**src/rtl/size_exploration_pkg.sv**
```systemverilog
// Shared definitions for the size-exploration result serializer.
// Contents:
//   state_e      - serializer FSM states, 2-bit encoding
//   LAT_CNT_W    - latency counter width (holds 0..15)
//   bit_cnt_w()  - bit counter width for a given word width
//   parity_even()- parity bit that makes the total count of ones even
package size_exploration_pkg;

    typedef enum logic [1:0] {
        IDLE   = 2'd0,
        WAIT   = 2'd1,
        SHIFT  = 2'd2,
        PARITY = 2'd3
    } state_e;

    localparam int LAT_CNT_W = 4;

    // Width of the bit counter; never below one bit.
    function automatic int bit_cnt_w(input int width);
        if (width > 1) begin
            return $clog2(width);
        end else begin
            return 1;
        end
    endfunction

    // XOR-reduce of the word (zero-extended by the caller); appending this bit
    // makes the total number of ones even.
    function automatic logic parity_even(input logic [31:0] word);
        return ^word;
    endfunction

endpackage

```
**src/rtl/size_exploration_down_counter.sv**
```systemverilog
// Loadable down-counter with enable and zero flag.
// Ports:
//   clk        in   clock, rising edge
//   rst_n      in   synchronous active-low reset, clears the count
//   i_ena      in   global enable; low holds the count
//   i_load     in   load i_load_val (has priority over i_dec)
//   i_dec      in   decrement by one, saturating at zero
//   i_load_val in   value to load
//   o_count    out  current count
//   o_zero     out  count equals zero
module size_exploration_down_counter #(
    parameter int W = 4
) (
    input  logic         clk,
    input  logic         rst_n,
    input  logic         i_ena,
    input  logic         i_load,
    input  logic         i_dec,
    input  logic [W-1:0] i_load_val,
    output logic [W-1:0] o_count,
    output logic         o_zero
);

    logic [W-1:0] r_count;

    // Count register: load, decrement or hold.
    always_ff @(posedge clk) begin
        if (!rst_n) begin
            r_count <= {W{1'b0}};
        end else if (i_ena) begin
            if (i_load) begin
                r_count <= i_load_val;
            end else if (i_dec && (r_count != {W{1'b0}})) begin
                r_count <= r_count - {{(W-1){1'b0}}, 1'b1};
            end else begin
                r_count <= r_count;
            end
        end else begin
            r_count <= r_count;
        end
    end

    assign o_count = r_count;
    assign o_zero  = (r_count == {W{1'b0}});

endmodule

```
**src/rtl/size_exploration_result_serializer.sv**
```systemverilog
// Captures the result word LATENCY cycles after an accepted start and
// shifts it out MSB-first on one serial line, followed by an even-parity bit.
// Ports:
//   clk       in   clock, rising edge
//   rst_n     in   synchronous active-low reset; aborts any frame in flight
//   ena       in   global enable; low freezes all state and outputs
//   start     in   frame request, sampled in IDLE only
//   result    in   result bus from the module under exploration
//   ser_out   out  serial data (data bits, then parity)
//   ser_valid out  high while ser_out carries a data or parity bit
//   busy      out  high from the cycle after start through the parity bit
//   done      out  one-cycle pulse after the parity bit
module size_exploration_result_serializer
    import size_exploration_pkg::*;
#(
    parameter int WIDTH   = 32,
    parameter int LATENCY = 0
) (
    input  logic             clk,
    input  logic             rst_n,
    input  logic             ena,
    input  logic             start,
    input  logic [WIDTH-1:0] result,
    output logic             ser_out,
    output logic             ser_valid,
    output logic             busy,
    output logic             done
);

    localparam int BCW = bit_cnt_w(WIDTH);
    localparam logic [BCW-1:0]       BIT_LOAD = BCW'(WIDTH - 1);
    localparam logic [LAT_CNT_W-1:0] LAT_LOAD = LAT_CNT_W'(LATENCY);
    localparam logic [LAT_CNT_W-1:0] LAT_ONE  = 4'd1;

    state_e           r_state;
    state_e           w_state_nxt;
    logic [WIDTH-1:0] r_shift;
    logic             r_parity;
    logic             r_ser_out;
    logic             r_ser_valid;
    logic             r_busy;
    logic             r_done;

    logic             w_capture;
    logic             w_shift_adv;
    logic             w_lat_load;
    logic             w_lat_dec;
    logic             w_bit_dec;
    logic             w_ser_out_nxt;
    logic             w_ser_valid_nxt;
    logic             w_busy_nxt;
    logic             w_done_nxt;

    logic [LAT_CNT_W-1:0] w_lat_cnt;
    logic                 w_lat_zero;
    logic [BCW-1:0]       w_bit_cnt;
    logic                 w_bit_zero;

    // Latency counter: loaded on start, capture happens on the edge it reaches zero.
    size_exploration_down_counter #(.W(LAT_CNT_W)) u_lat_cnt (
        .clk        (clk),
        .rst_n      (rst_n),
        .i_ena      (ena),
        .i_load     (w_lat_load),
        .i_dec      (w_lat_dec),
        .i_load_val (LAT_LOAD),
        .o_count    (w_lat_cnt),
        .o_zero     (w_lat_zero)
    );

    // Bit counter: holds the number of data bits still to follow the one on the line.
    size_exploration_down_counter #(.W(BCW)) u_bit_cnt (
        .clk        (clk),
        .rst_n      (rst_n),
        .i_ena      (ena),
        .i_load     (w_capture),
        .i_dec      (w_bit_dec),
        .i_load_val (BIT_LOAD),
        .o_count    (w_bit_cnt),
        .o_zero     (w_bit_zero)
    );

    // Next-state and next-output logic; outputs are computed one edge ahead
    // so every port comes straight from a flop.
    always_comb begin
        w_state_nxt     = r_state;
        w_capture       = 1'b0;
        w_shift_adv     = 1'b0;
        w_lat_load      = 1'b0;
        w_lat_dec       = 1'b0;
        w_bit_dec       = 1'b0;
        w_ser_out_nxt   = 1'b0;
        w_ser_valid_nxt = 1'b0;
        w_busy_nxt      = 1'b0;
        w_done_nxt      = 1'b0;
        case (r_state)
            IDLE: begin
                if (start) begin
                    w_busy_nxt = 1'b1;
                    if (LATENCY == 0) begin
                        w_capture       = 1'b1;
                        w_state_nxt     = SHIFT;
                        w_ser_out_nxt   = result[WIDTH-1];
                        w_ser_valid_nxt = 1'b1;
                    end else begin
                        w_lat_load  = 1'b1;
                        w_state_nxt = WAIT;
                    end
                end else begin
                    w_state_nxt = IDLE;
                end
            end
            WAIT: begin
                w_busy_nxt = 1'b1;
                w_lat_dec  = 1'b1;
                // Count of one means this edge takes it to zero: capture now.
                if (w_lat_cnt == LAT_ONE) begin
                    w_capture       = 1'b1;
                    w_state_nxt     = SHIFT;
                    w_ser_out_nxt   = result[WIDTH-1];
                    w_ser_valid_nxt = 1'b1;
                end else begin
                    w_state_nxt = WAIT;
                end
            end
            SHIFT: begin
                w_busy_nxt      = 1'b1;
                w_ser_valid_nxt = 1'b1;
                if (w_bit_zero) begin
                    w_state_nxt   = PARITY;
                    w_ser_out_nxt = r_parity;
                end else begin
                    w_bit_dec     = 1'b1;
                    w_shift_adv   = 1'b1;
                    w_ser_out_nxt = r_shift[WIDTH-2];
                end
            end
            PARITY: begin
                w_state_nxt = IDLE;
                w_done_nxt  = 1'b1;
            end
            default: begin
                w_state_nxt = IDLE;
            end
        endcase
    end

    // State, shift register, parity and output registers.
    always_ff @(posedge clk) begin
        if (!rst_n) begin
            r_state     <= IDLE;
            r_shift     <= {WIDTH{1'b0}};
            r_parity    <= 1'b0;
            r_ser_out   <= 1'b0;
            r_ser_valid <= 1'b0;
            r_busy      <= 1'b0;
            r_done      <= 1'b0;
        end else if (ena) begin
            r_state     <= w_state_nxt;
            r_ser_out   <= w_ser_out_nxt;
            r_ser_valid <= w_ser_valid_nxt;
            r_busy      <= w_busy_nxt;
            r_done      <= w_done_nxt;
            if (w_capture) begin
                r_shift  <= result;
                r_parity <= parity_even(32'(result));
            end else if (w_shift_adv) begin
                r_shift  <= {r_shift[WIDTH-2:0], 1'b0};
                r_parity <= r_parity;
            end else begin
                r_shift  <= r_shift;
                r_parity <= r_parity;
            end
        end else begin
            r_state     <= r_state;
            r_shift     <= r_shift;
            r_parity    <= r_parity;
            r_ser_out   <= r_ser_out;
            r_ser_valid <= r_ser_valid;
            r_busy      <= r_busy;
            r_done      <= r_done;
        end
    end

    assign ser_out   = r_ser_out;
    assign ser_valid = r_ser_valid;
    assign busy      = r_busy;
    assign done      = r_done;

endmodule

```
**config.mk**
```make
export PLATFORM = sky130hd
export DESIGN_NAME = size_exploration_result_serializer
export DESIGN_NICKNAME = d
export VERILOG_FILES = /design/src/rtl/size_exploration_pkg.sv /design/src/rtl/size_exploration_down_counter.sv /design/src/rtl/size_exploration_result_serializer.sv
export SDC_FILE = /design/constraint.sdc
export NUM_CORES = 1
export LEC_CHECK = 0
export ABC_AREA = 0
export CORE_UTILIZATION = 45
export CTS_CLUSTER_SIZE = 40
export DETAILED_ROUTE_END_ITERATION = 6
export GPL_TIMING_DRIVEN = 0
export PLACE_DENSITY_LB_ADDON = 0.3
export SETUP_SLACK_MARGIN = 0.05
export SLEW_MARGIN = 15
export SYNTH_ARGS = -nofsm -noshare
export SYNTH_HDL_FRONTEND = slang
export SYNTH_SLANG_ARGS = --single-unit
export TNS_END_PERCENT = 5
```
**constraint.sdc**
```tcl
create_clock -name clk -period 4.6 [get_ports clk]
set_input_delay 0.69 -clock clk [delete_from_list [all_inputs] [get_ports clk]]
set_output_delay 0.69 -clock clk [all_outputs]
set_load 0.05 [all_outputs]
```
# [Yosys cells after proc, flatten, opt, wreduce, memory -nomap -nowiden]
# Cells that the tools add are included.
[word_totals] regBits=47 latch_bits=0 ram_bits=0 rom_bits=0 input_bits=36 output_inout_bits=4 wordCells=52 memories=0
[classes] n_addsub=2 mul=0 div_mod_pow=0 order_cmp=0 n_eq_ne=5 shift=0 n_mux=21 bitwise_logic=0 reduce_logical=15
[op_table] cell="$mux 31" count=2
[op_table] cell="$reduce_xor 32->1" count=1
[op_table] cell="$mux 5" count=2
[op_table] cell="$reduce_and 2->1" count=5
[op_table] cell="$mux 1" count=9
[op_table] cell="$pmux 2 s4" count=1
[op_table] cell="$mux 2" count=3
[op_table] cell="$pmux 1 s3" count=2
[op_table] cell="$logic_not 5->1" count=1
[op_table] cell="$reduce_bool 5->1" count=1
[op_table] cell="$sub 5x1->5 const B" count=1
[op_table] cell="$eq 2x2->1 const B" count=2
[op_table] cell="$eq 4x1->1 const B" count=1
[op_table] cell="$pmux 1 s2" count=2
[op_table] cell="$reduce_bool 2->1" count=2
[op_table] cell="$reduce_bool 4->1" count=1
[op_table] cell="$sub 4x1->4 const B" count=1
[op_table] cell="$eq 2x1->1 const B" count=1
[op_table] cell="$logic_and 1x1->1" count=2
[op_table] cell="$logic_not 2->1" count=1
[op_table] cell="$ne 2x1->1 const B" count=1
[op_table] cell="$reduce_or 2->1" count=1

# [Depth between registers and ports, before layout]
[logic_depth] depth_word=6 ltp_mapped=9 mapped_depth_nobuf=8

# [Cells and area by module]
# A second synthesis with hierarchy kept.
[hier_totals] hier_cells=330 hier_area_um2=2730.1
[modules_own_cells] mod="size_exploration_result_serializer" n_inst=1 cells_per_inst=258 area_each_um2=2102.0
[modules_own_cells] mod="size_exploration_down_counter at u_bit_cnt" n_inst=1 cells_per_inst=37 area_each_um2=345.3
[modules_own_cells] mod="size_exploration_down_counter at u_lat_cnt" n_inst=1 cells_per_inst=35 area_each_um2=282.8

# [Worst setup path before layout]
# Ideal clock, no wire load.
[synth_path] kind="register -> register" start="register u_bit_cnt.r_count[0] (netlist: u_bit_cnt.o_count[0])" end="register r_ser_out (netlist: ser_out)" t_arrival_ns=1.666 required_ns=4.486 path_slack_ns=2.820 stages_incl_launch_ff=9 period_less_slack_ns=1.780 path_cell_list="dfxtp_1 inv_1 ha_1 or4b_4 mux2_4 a22oi_2 nor3_1 a21oi_2 nor2b_1"
[synth_via] elab_chain_cells=3
[synth_rtl] item="start, declared" line="size_exploration_down_counter.sv:24" rtl="logic [W-1:0] r_count;"
[synth_rtl] item="start signal, assigned" line="size_exploration_down_counter.sv:29" rtl="r_count <= {W{1'b0}};"
[synth_rtl] item="start signal, assigned" line="size_exploration_down_counter.sv:32" rtl="r_count <= i_load_val;"
[synth_rtl] item="start signal, assigned" line="size_exploration_down_counter.sv:34" rtl="r_count <= r_count - {{(W-1){1'b0}}, 1'b1};"
[synth_rtl] item="$logic_not 5->1" line="size_exploration_down_counter.sv:44" rtl="assign o_zero = (r_count == {W{1'b0}});"
[synth_rtl] item="$mux 1" line="size_exploration_result_serializer.sv:129" rtl="if (w_bit_zero) begin"
[synth_rtl] item="$pmux 1 s3" line="size_exploration_result_serializer.sv:96" rtl="case (r_state)"
[synth_rtl] item="end signal, assigned" line="size_exploration_result_serializer.sv:160" rtl="r_ser_out <= w_ser_out_nxt;"
[synth_rtl] item="end signal, assigned" line="size_exploration_result_serializer.sv:178" rtl="r_ser_out <= r_ser_out;"
[synth_rtl] item="end, declared" line="size_exploration_result_serializer.sv:39" rtl="logic r_ser_out;"
# No other way between the ends.
# A chain may end at the register's enable or synchronous reset.

# [Worst setup path after layout]
[layout_path] start="register r_ser_out (netlist: ser_out)" end="output port ser_out"
[layout_lines] item="end, declared" line="size_exploration_result_serializer.sv:24" rtl="output logic ser_out,"
# No word-level cell between the ends.

==> metrics.cfg <==
[outcome]
status=finished, final reports clean

[place]
dpl_worst_slack_ps=2165
gpl.final_weighted_congestion=0.7451
hpwl_um=3613
port_buffers=37
place_area_um2=3028

[critical_path]
reg2reg_depth=9
crit_fanout=2
crit_family=buffers and inverters
cp_num_cells=1
cp-end-kind=primary output
critPathSlowestCell=clkdlybuf4s50_1
path_class=register to primary output
crit_buf_inv=1
max_stage_delay_ps=800
crit_required_ps=3910
startpoint_type=register
path_cells=clkdlybuf4s50_1
arrival_ps=1440

[synth]
syn_avg_cell_area_um2=9.580
ys_seq_area_share_pct=36.65
ys_types=28
synth_nets=313
synth_seq_cells=47
syn-instance-count=268
ys_warn_count=0
netlist_area_um2=2567

[sta]
min_period_ps=2130
setup_viol=0
hold_viol=0
worst_slack_ps=2470
maxSlewHeadroom_pct=66.64
post-route-period-util_pct=46.30
fmax_ghz=0.4696
worst_pin_slew_ps=500.4
finClkSkew_ps=5.513
hold_ws_ps=478.6
rsz0062_at_grt=no
slew_violations=0
setup_tns_ps=0

[floorplan]
die_height_um=77.54
core_area_um2=5507
die-area_um2=6012
dieWidth_um=77.54
start_util_pct=46.63
io_pins=40
num_rows=27

[detailed_routing]
route.vias.total=1951
postRouteAntennaNets=0
wl_per_cell_um=12.63
via_per_inst=5.068
drtIter0Drc=40
drc_errors=0
wl_um=4862
first_pass_iters=4

[power_and_ir_drop]
cellLeakagePower_nw=1.520
peakVddDrop_mv=0.1980
powerDensity_nw_per_um2=333.6

[clock_network]
root_buffer=clkbuf_8
cts_buffers=5
clock-sinks=47
cts_hold_buf=0
cts.clk_slew.worst_paths_ps=80
htree_levels=2
cts_setup_buffers=0
cts-resized-gates=0
cts_tree=yes
cts.path.max_buffers=2
insertion_delay_ps=300

[hold_path]
hold_path_class=register to register
whs_path_depth=2

[layout]
drive_above_1_share_pct=7.348
filler_cell_count=510
multi_input_area_um2=1525
finalNetCount=357
area_growth_pct=21.78
final_area_um2=3127
regArea_um2=940.9
post-route-util_pct=56.78
n_antenna_cell=0

[global_routing]
grt_usage_pct=17.06
grt_pass1_vias=1840
grt-ovfl-total=0
grt_max_degree=16
antenna_found_initial=0
grt_first_pass_wirelength_um=8266

[job]
cap_violations=0

==> stage by stage <==
stage / total power [mW] / std cells
finish: 1.043 / 385
global route: 1.105 / 385
CTS: 1.057 / 385
detailed placement: 0.7909 / 377
global placement: 0.7840 / 377
floorplan: 0.7075 / 268
==> synthesized netlist by cell type (all sizes together) <==
cell type	count	area, um^2
o211a	31	310.3
ha	9	112.6
nor2	6	22.52
mux2	1	15.01
or4b	1	13.76
a21boi	6	45.04
xnor2	33	289.0
clkbuf	6	22.52
a21oi	9	48.80
xor2	4	35.03
nand4bb	1	11.26
o41ai	1	8.760
buf	9	45.04
nor2b	6	37.54
o21a	1	7.510
o21ai	2	10.01
nor3	5	25.02
inv	9	33.78
nand2	42	160.2
a22oi	1	12.51
nor4	1	6.260
nand3	2	15.01
mux2i	32	320.3
dfxtp	47	940.9
and2	3	18.77
==> routing by layer <==
metal	up-vias	routed length, um	share of wire [%]	track usage, %
li1	1010	-	-	-
met1	906	2363	49	20.97
met2	33	2288	47	29.65
met3	2	185	3.8	3.647
met4	0	25	0.51	5.094
met5	-	0	0	0
==> sequential cells by signal, summed over array words and instances (netlist names) <==
register and flops:
ser_out 1, u_bit_cnt.o_count 5, ser_valid 1, r_shift 31, r_parity 1, r_state 2
busy 1, done 1, u_lat_cnt.o_count 4
==> layout make-up <==
cell class	instances	share of cell area [%]
Buffer	15	2.161
Clock buffer	6	2.641
Clock inverter	2	0.5202
Inverter	9	1.080
Multi-Input combinational cell	197	48.78
Sequential cell	47	30.09
Tap cell	72	2.881
Timing Repair Buffer	37	11.84
==> cells in the final DEF (no fill, tap or decap), types with 2 or more instances in the layout <==
cell             synthesis  layout
a21boi_0                 6       6
a21oi_1                  8       8
and2_1                   3       3
buf_2                    9       9
clkbuf_1                 6       6
clkbuf_8                 0       6
clkdlybuf4s50_1          0      37
dfxtp_1                 47      47
ha_1                     9       9
inv_1                    9       9
mux2i_1                 32      32
nand2_1                 41      41
nor2_1                   6       6
nor2b_1                  6       6
nor3_1                   5       5
o211a_1                 31      31
o21ai_0                  2       2
xnor2_1                 33      33
xor2_1                   4       4
==> worst paths after layout <==
path	startpoint	to	slack [ps]
hold / removal	u_bit_cnt.o_count[4]	u_bit_cnt.o_count[4]	480
setup / recovery	ser_out	ser_out	2470
setup reg to reg	r_state[1]	r_shift[22]	2580
hold reg to reg	u_bit_cnt.o_count[4]	u_bit_cnt.o_count[4]	480
==> report_power, final <==
group / leakage, nW / switching, mW / internal [mW]
registers: 0.386 / 0.0235 / 0.450
clock network: 0.0474 / 0.141 / 0.123
logic: 1.09 / 0.147 / 0.159
total: 1.52 / 0.312 / 0.731
==> kinds of logic (layout without fill, tap and decap cells) <==
family	after synthesis	in the layout	share of synthesized area, %
mux	33	33	13.06
buf+inv	24	69	3.947
compound gates	51	51	17.25
flops	47	47	36.65
simple gates	67	67	12.09
fa+ha+maj	9	9	4.386
xor+xnor	37	37	12.62
No activity file was read; power rests on OpenSTA's default activity.
